$ cat src/rtl/truth_table_sweeper_pkg.sv
// Shared types and elaboration-time helpers for the truth-table sweeper.
package tts_pkg;

    // Sweep controller states.
    typedef enum logic [1:0] {
        IDLE   = 2'd0,
        DRIVE  = 2'd1,
        FINISH = 2'd2
    } state_t;

    // Ceiling log2; returns 0 for value <= 1.
    function automatic int clog2(input int value);
        int r;
        r = 0;
        while ((1 << r) < value) begin
            r = r + 1;
        end
        return r;
    endfunction

    // Number of input vectors in one sweep.
    function automatic int num_vec(input int n_in);
        return 1 << n_in;
    endfunction

    // Width of a packed truth table.
    function automatic int tbl_w(input int n_in, input int n_out);
        return n_out * num_vec(n_in);
    endfunction

    // Dwell counter width; never zero, so DWELL == 1 still yields a legal vector.
    function automatic int cnt_w(input int dwell);
        return (dwell > 1) ? clog2(dwell) : 1;
    endfunction

endpackage

$ cat src/rtl/truth_table_sweeper_dwell_timer.sv
// Dwell counter: counts enabled cycles 0..DWELL-1 and flags the terminal count.
module dwell_timer
    import tts_pkg::*;
#(
    parameter int DWELL = 20
) (
    input  logic clk,
    input  logic rst,
    input  logic clear_i,
    input  logic enable_i,
    output logic tick_o
);

    localparam int CNT_W = cnt_w(DWELL);
    localparam logic [CNT_W-1:0] LAST = CNT_W'(DWELL - 1);

    logic [CNT_W-1:0] cnt_q;
    logic [CNT_W-1:0] cnt_d;

    // Tick is high while the counter sits on its last value; with DWELL == 1 it is always high.
    assign tick_o = (cnt_q == LAST);

    // Next count: clear dominates, otherwise wrap to zero on the terminal count.
    always_comb begin
        cnt_d = cnt_q;
        if (clear_i) begin
            cnt_d = '0;
        end else if (enable_i) begin
            cnt_d = tick_o ? '0 : cnt_q + 1'b1;
        end
    end

    // Counter register.
    always_ff @(posedge clk or posedge rst) begin
        if (rst) begin
            cnt_q <= '0;
        end else begin
            cnt_q <= cnt_d;
        end
    end

endmodule

$ cat src/rtl/truth_table_sweeper.sv
// Exhaustive-stimulus engine: walks every N_IN-bit vector, holds each for DWELL
// cycles, captures the DUT response into a packed table and scores it against
// an expected table.
module truth_table_sweeper
    import tts_pkg::*;
#(
    parameter int N_IN  = 4,
    parameter int N_OUT = 1,
    parameter int DWELL = 20
) (
    input  logic                             clk,
    input  logic                             rst,
    input  logic                             start,
    input  logic [N_OUT-1:0]                 f_in,
    input  logic [N_OUT*(1<<N_IN)-1:0]       exp_table,
    output logic [N_IN-1:0]                  vec,
    output logic [N_OUT*(1<<N_IN)-1:0]       table_out,
    output logic                             busy,
    output logic                             done,
    output logic [N_IN:0]                    mismatch_cnt,
    output logic [N_IN-1:0]                  first_fail
);

    localparam int NUM_VEC = num_vec(N_IN);
    localparam int TBL_W   = tbl_w(N_IN, N_OUT);

    state_t             state_q;
    logic [N_IN-1:0]    vec_q;
    logic [TBL_W-1:0]   table_q;
    logic [N_IN:0]      mism_q;
    logic [N_IN-1:0]    first_fail_q;
    logic               busy_q;
    logic               done_q;

    logic               tick;
    logic [N_OUT-1:0]   exp_entry;
    logic               is_miss;

    // The timer only runs while vectors are being driven; it is held at zero otherwise.
    dwell_timer #(
        .DWELL (DWELL)
    ) u_timer (
        .clk      (clk),
        .rst      (rst),
        .clear_i  (state_q != DRIVE),
        .enable_i (state_q == DRIVE),
        .tick_o   (tick)
    );

    // Expected entry for the vector currently on the bus and its comparison with the DUT.
    always_comb begin
        exp_entry = exp_table[vec_q*N_OUT +: N_OUT];
        is_miss   = (f_in != exp_entry);
    end

    // Sweep controller: accept start, step vectors on each dwell tick, pulse done once.
    always_ff @(posedge clk or posedge rst) begin
        if (rst) begin
            state_q      <= IDLE;
            vec_q        <= '0;
            table_q      <= '0;
            mism_q       <= '0;
            first_fail_q <= '0;
            busy_q       <= 1'b0;
            done_q       <= 1'b0;
        end else begin
            case (state_q)
                IDLE: begin
                    done_q <= 1'b0;
                    if (start) begin
                        // Previous results stay visible until a new sweep is accepted.
                        state_q      <= DRIVE;
                        vec_q        <= '0;
                        table_q      <= '0;
                        mism_q       <= '0;
                        first_fail_q <= '0;
                        busy_q       <= 1'b1;
                    end
                end
                DRIVE: begin
                    if (tick) begin
                        table_q[vec_q*N_OUT +: N_OUT] <= f_in;
                        if (is_miss) begin
                            mism_q <= mism_q + 1'b1;
                            if (mism_q == '0) begin
                                first_fail_q <= vec_q;
                            end
                        end
                        if (&vec_q) begin
                            // Last vector sampled: vec stays at all-ones, no wrap.
                            state_q <= FINISH;
                            busy_q  <= 1'b0;
                            done_q  <= 1'b1;
                        end else begin
                            vec_q <= vec_q + 1'b1;
                        end
                    end
                end
                FINISH: begin
                    done_q  <= 1'b0;
                    state_q <= IDLE;
                end
                default: begin
                    state_q <= IDLE;
                end
            endcase
        end
    end

    assign vec          = vec_q;
    assign table_out    = table_q;
    assign busy         = busy_q;
    assign done         = done_q;
    assign mismatch_cnt = mism_q;
    assign first_fail   = first_fail_q;

endmodule

$ cat config.mk
export PLATFORM = sky130hd
export DESIGN_NAME = truth_table_sweeper
export DESIGN_NICKNAME = d
export VERILOG_FILES = /design/src/rtl/truth_table_sweeper_pkg.sv /design/src/rtl/truth_table_sweeper_dwell_timer.sv /design/src/rtl/truth_table_sweeper.sv
export SDC_FILE = /design/constraint.sdc
export NUM_CORES = 1
export LEC_CHECK = 0
export BUFFER_PORTS_ARGS = -buffer_cell sky130_fd_sc_hd__buf_2
export CAP_MARGIN = 20
export CELL_PAD_IN_SITES_DETAIL_PLACEMENT = 1
export CELL_PAD_IN_SITES_GLOBAL_PLACEMENT = 1
export CORE_UTILIZATION = 38
export CTS_BUF_LIST = sky130_fd_sc_hd__clkbuf_8
export CTS_CLUSTER_DIAMETER = 40
export CTS_CLUSTER_SIZE = 28
export DETAILED_ROUTE_END_ITERATION = 8
export GPL_TIMING_DRIVEN = 0
export PLACE_DENSITY = 0.79
export SETUP_SLACK_MARGIN = 0.1
export SYNTH_ARGS = -nofsm -noshare
export SYNTH_HDL_FRONTEND = slang
export SYNTH_SLANG_ARGS = --single-unit
$ cat constraint.sdc
create_clock -name clk -period 2.4 [get_ports clk]
set_input_delay 0.6 -clock clk [delete_from_list [all_inputs] [get_ports clk]]
set_output_delay 0.6 -clock clk [all_outputs]
set_load 0.03 [all_outputs]
After elaboration in Yosys (flattened, before gate mapping)
Index checks and enable logic that the tools add are counted.

Flip-flop bits (word level): 38. Bits in latches: 0. Memory bits (writable): 0. Memory bits (read-only): 0. Input bits: 20. Output and inout bits: 31. Logic and storage cells: 70. Memories: 0.

$add $sub $neg: 4. $mul: 0. Divide/modulo/power cells: 0. Magnitude comparators: 0. Eq/ne operators: 11. Shift-type cells: 3. Multiplexer cells: 30. Bitwise logic cells: 0. Reduce and logical (&&, ||, !) cells: 14.

Operator list (count): $neg A4 Y34 (1); $shift A1 B34 Y16 const A (1); $shiftx A1 B34 Y16 (1); $mux W16 (2); $pmux W16 S2 (1); $mux W5 (6); $mux W4 (6); $bwmux W16 (1); $pmux W4 S2 (2); $reduce_and A4 Y1 (4); $shiftx A16 B5 Y1 (1); $ne A2 B2 Y1 const B (6); $add A5 B1 Y5 const B (2); $pmux W5 S2 (1); $reduce_and A3 Y1 (3); $mux W2 (3); $reduce_bool A2 Y1 (3); $eq A5 B5 Y1 const B (1); $logic_not A5 Y1 (1); $mux W1 (5); $reduce_and A5 Y1 (1); $add A4 B1 Y4 const B (1); $pmux W1 S2 (2); $pmux W2 S2 (1); other kinds (6) (6).

Logic depth before layout (Yosys ltp)
Depth after elaboration: 5. Depth in mapped cells: 9. Gate-level depth less buffers: 8.

By module
From an unflattened synthesis, not the netlist that was laid out.

Cell total of the unflattened synthesis: 238. Area total of the unflattened synthesis: 2232.1 um^2.

Modules (own cells, without submodules): truth_table_sweeper (times used 1, cells each 213, area each 1964.4 um^2, sequential area each 825.8 um^2); dwell_timer (times used 1, cells each 25, area each 267.8 um^2, sequential area each 125.1 um^2).

Worst setup path before layout
OpenSTA, ideal clock, no wires.

Path kind: reg-to-reg. Start point: register vec_q[0] (netlist: vec[0]). End point: register table_q[14] (netlist: table_out[14]). Setup time: 121 ps. Arrival time: 2379 ps. Data required time: 2279 ps. Slack: -100 ps. Stages on the path, launching flop included: 10. Buffers on the path: 1. Period minus slack after synthesis: 2500 ps. Path through: dfrtp_1 > clkbuf_1 > inv_1 > ha_1 > nand2b_1 > a311oi_2 > nand2_1 > o21ai_0 > nand2_1 > a22o_1.

Longest elaborated chain between the ends: 5. Elaborated cells on any way between the ends: 6. Those cells by class: add/sub (1); shift (2); mux (3).

Ends and longest elaborated chain: start: declaration (RTL line truth_table_sweeper.sv:28) `logic [N_IN-1:0] vec_q;`; start signal: assignment (RTL line truth_table_sweeper.sv:95) `vec_q <= vec_q + 1'b1;`; $neg A4 Y34 * (RTL line truth_table_sweeper.sv:82) `table_q[vec_q*N_OUT +: N_OUT] <= f_in;`; $shiftx A1 B34 Y16 / $shift A1 B34 Y16 (equally long branches) (RTL line truth_table_sweeper.sv:82); $bwmux W16 * (RTL line truth_table_sweeper.sv:82); $mux W16 * (RTL line truth_table_sweeper.sv:81) `if (tick) begin`; $pmux W16 S2 * (RTL line truth_table_sweeper.sv:67) `case (state_q)`; end signal: indexed assignment (RTL line truth_table_sweeper.sv:82); end: declaration (RTL line truth_table_sweeper.sv:29) `logic [TBL_W-1:0] table_q;`.

Every way passes the cells marked *; elsewhere a longest branch is shown, timed or not. The select of a mux whose other input is x is not followed. A chain may end at the register's enable or synchronous reset.

Worst setup path in the final report
Start point: register vec_q[2] (netlist: vec[2]). End point: register table_q[7] (netlist: table_out[7]).

The elaborated chain is that of the path after synthesis.

==> PnR_summary.wiki <==
{| class="wikitable"
! Metric !! Value
|-
| Max-slew headroom || between 40 and 50%
|-
| Start point of the critical path || vec[2]
|-
| CTS H-tree lvls || 2
|-
| Worst min-delay path category || primary input to asynchronous set/reset pin
|-
| Pre-CTS worst setup slack || -0.148 ns
|-
| Worst-path clk slew || 0.09 ns
|-
| Data arrival time at the worst-slack endpoint || between 2 and 2.5 ns
|-
| Largest vdd supply drop || around 0.00038 V
|-
| Multi-input logic area || 1330 um^2
|-
| 1st-pass router iterations || 4
|-
| Total length of routed wires || 6930 um
|-
| Placed Cells incl. Taps || 383
|-
| Longest Clk Path Bufs || 2
|-
| CP bufs+invs || 2
|-
| Fill cells || 724
|-
| Setup-violating endpoint count in the final report || 0
|-
| Total clock buffers created by CTS || 5
|-
| Placeable core area || 5920 um^2
|-
| Root buffer selected by CTS || clkbuf_8
|-
| Layout Utilization || approximately half
|-
| Total nets after synthesis || roughly 290
|-
| Maximum net fanout on the critical path || 10
|-
| Port Buffers || 50
|-
| Ant diodes || 0
|-
| Synth-to-layout area growth || 24.7%
|-
| Seq/Total Area, Yosys || 40.9%
|-
| Post-route total power || 1.46 mW
|-
| Top layer in use || met4
|-
| DRC Markers || 0
|-
| Synth unique cells || 52
|-
| Gp weighted congestion || 0.803
|-
| Number of hold-slack violations in the final timing report || 0
|-
| Clock tree from TritonCTS || yes
|-
| Vias in the first global route || 2250
|-
| Routed vias/inst || 5.62
|-
| Row Count || 28
|-
| Final count of pins violating max slew || 0
|-
| Post-route clock skew || 0.0105 ns
|-
| Slowest-stage cell, CP || ha_1
|-
| Critical path's top delay family || compound AO/OA/AOI/OAI gates
|-
| Highest clock frequency the design can meet || 452 MHz
|-
| Die span in y || 80.2 um
|-
| Sink Count || 38
|-
| Die ar. || 6430 um^2
|-
| Total gr overflow || 0
|-
| Source-to-sink clock delay at the later pin of the worst-skew pair || around 0.30 ns
|-
| Worst reg-to-reg path cell count || 8
|-
| Maximum single-stage delay on the critical path || 0.48 ns
|-
| Setup repair after global routing missed its margin || true
|-
| Post-layout net count || 346
|-
| Max-cap viol count || 0
|-
| Crit-path cells || buf_6 > buf_2 > nor3_1 > ha_1 > and2_1 > a21oi_1 > o21ai_0 > o21ai_0
|-
| Outcome || finished clean
|-
| Most Frequent Cell on Critical Path || o21ai_0
|-
| Proportion of layout cells with a drive suffix above 1 || 29.8%
|-
| Met2 Routed Length || around 3700 um
|-
| Antenna violations before repair || 0
|-
| Setup slack of the most critical reg-to-reg path || 0.19 ns
|-
| Number of DRC markers in iteration 0 || 119
|-
| Startpoint Class || flip-flop
|-
| Synthesized instance count || 258
|-
| Final critical-path setup slack || 0.186 ns
|-
| Mean routed wirelength per cell || roughly 18 um
|-
| FF-to-FF End || table_out[7]
|-
| Ports || 51
|-
| First-pass GRT wire length || about 11000 um
|-
| Residual antenna-violating net count after detailed routing || 0
|-
| Per-instance average area after synthesis || 9.01 um^2
|-
| Dominant register cell in the synthesized netlist || dfrtp_1
|-
| Non-filler instance count after layout || a little under 400
|-
| Final min period || about 2.2 ns
|-
| PwrDens || slightly above 500 nW/um^2
|-
| Leakage power summed over all cells || 1.37 nW
|-
| Startpoint-to-endpoint class of the critical path || flip-flop to flip-flop
|-
| Required time reported for the critical path endpoint || 2.56 ns
|-
| Number of warnings reported in the yosys synthesis log || 0
|-
| Sort of element at the end of the critical path || flip-flop
|-
| Area taken by flip-flops and latches || 953 um^2
|-
| Effective utilization at floorplan || approximately two fifths
|-
| Post-detail-place hpwl || 5000 um
|-
| Hold slack || 0.463 ns
|-
| Hold-fix buffers at CTS || 0
|-
| Vias post-DR || 2214
|-
| Number of enable flip-flop cells after synthesis || 0
|-
| Chip Width || 80.2 um
|-
| Flops & latches, synth || 38
|-
| Maximum number of pins on one net before global-route repair || 39
|-
| Metal-1 WL || between 3000 and 4000 um
|-
| Total global routing track utilization || 22.7%
|-
| Critical register-to-register path startpoint || vec[2]
|-
| Post-synthesis instance area || 2320 um^2
|-
| Least-Margin Pin Slew || between 0.8 and 0.9 ns
|-
| Fraction of synthesis flops using an asynchronous set or reset pin || 100%
|-
| Final period utilization || 92.2%
|-
| Sum of met3 wire segment lengths after detailed routing || 176 um
|}
[synthesized netlist by cell type (all sizes together) (2+ instances only)]
cell / n / area [um^2]
a31oi: 2 / 12.5
a21o: 2 / 15.0
dfrtp: 38 / 951
mux2: 4 / 48.8
a22oi: 3 / 36.3
clkbuf: 7 / 26.3
inv: 12 / 45.0
nand2: 29 / 109
or3: 3 / 18.8
nand4: 3 / 18.8
nor4: 3 / 18.8
nand3: 12 / 60.1
nor4b: 3 / 26.3
buf: 5 / 31.3
o31ai: 3 / 36.3
a21oi: 17 / 88.8
o22ai: 6 / 37.5
and3: 3 / 23.8
o211ai: 3 / 37.5
mux2i: 6 / 60.1
ha: 8 / 100
nor2: 19 / 71.3
nor2b: 6 / 37.5
o21ai: 28 / 140
and2: 3 / 18.8
nand2b: 6 / 40.0
nor3: 5 / 25.0
xor2: 2 / 17.5
xnor2: 2 / 17.5
a22o: 2 / 17.5
[power by group]
| part | switching, mW | total [mW] | internal (mW) | leakage [nW] |
|---|---|---|---|---|
| Sequential | 0.00881 | 0.659 | 0.650 | 0.465 |
| Combinational | 0.0875 | 0.135 | 0.0479 | 0.842 |
| Clock | 0.253 | 0.670 | 0.417 | 0.0683 |
[logic make-up after synthesis]
kind of cell | after synthesis | synth area share, %
compound gates | 72 | 21.4
xor+xnor | 4 | 1.51
fa+ha+maj | 8 | 4.31
buf+inv | 24 | 4.41
flops | 38 | 40.9
mux | 10 | 4.68
simple gates | 102 | 22.8
[per-stage QoR]
stage	area [um^2]	setup TNS, ns
global placement	2670	-0.262
floorplan	2330	0
global route	2900	0
finish	2900	0
CTS	2860	0
detailed placement	2670	-0.565
[repair_timing]
| item | CTS | global route |
|---|---|---|
| buffers inserted | 2 | 1 |
| endpoints found under the setup margin | 15 | 16 |
| pin swaps | 1 | 2 |
| resized for setup | 9 | 11 |
[final cells by class]
cell class / count / area share, %
buffer: 12 / 2.42
clock buffer: 5 / 2.37
clock inverter: 3 / 2.37
inverter: 12 / 1.55
multi-input combinational: 196 / 45.7
sequential: 38 / 32.9
tap: 75 / 3.24
timing repair buffer: 53 / 9.41
[sequential cells by signal (all words and copies together), names as in the netlist]
register       cells
vec                4
first_fail         4
mismatch_cnt       5
u_timer.cnt_q      5
state_q            2
table_out         16
done               1
busy               1
[metal layers]
metal	vias up	track usage, %
met5	-	0
met4	0	6.07
met3	7	3.75
met2	41	41.4
met1	1119	27.5
li1	1047	-
[worst max path at each step]
stage,cells after the start,to
floorplan,9,table_out[14]
global placement,9,table_out[14]
detailed placement,9,table_out[14]
CTS,9,table_out[14]
global route,8,table_out[7]
finish,8,table_out[7]
[cells in the final DEF, fill, tap and decap left out, types with 4 or more instances in the layout]
master    instances
mux2i_1           6
buf_2            53
o21ai_0          27
clkbuf_8          5
clkbuf_1          4
a21oi_1          15
inv_1            11
nor2_1           19
o22ai_1           6
ha_1              7
nor3_1            4
nand3_1          12
nand2_1          28
nand2b_1          5
dfrtp_1          36
Note: power is estimated with default switching activity, not from simulation.
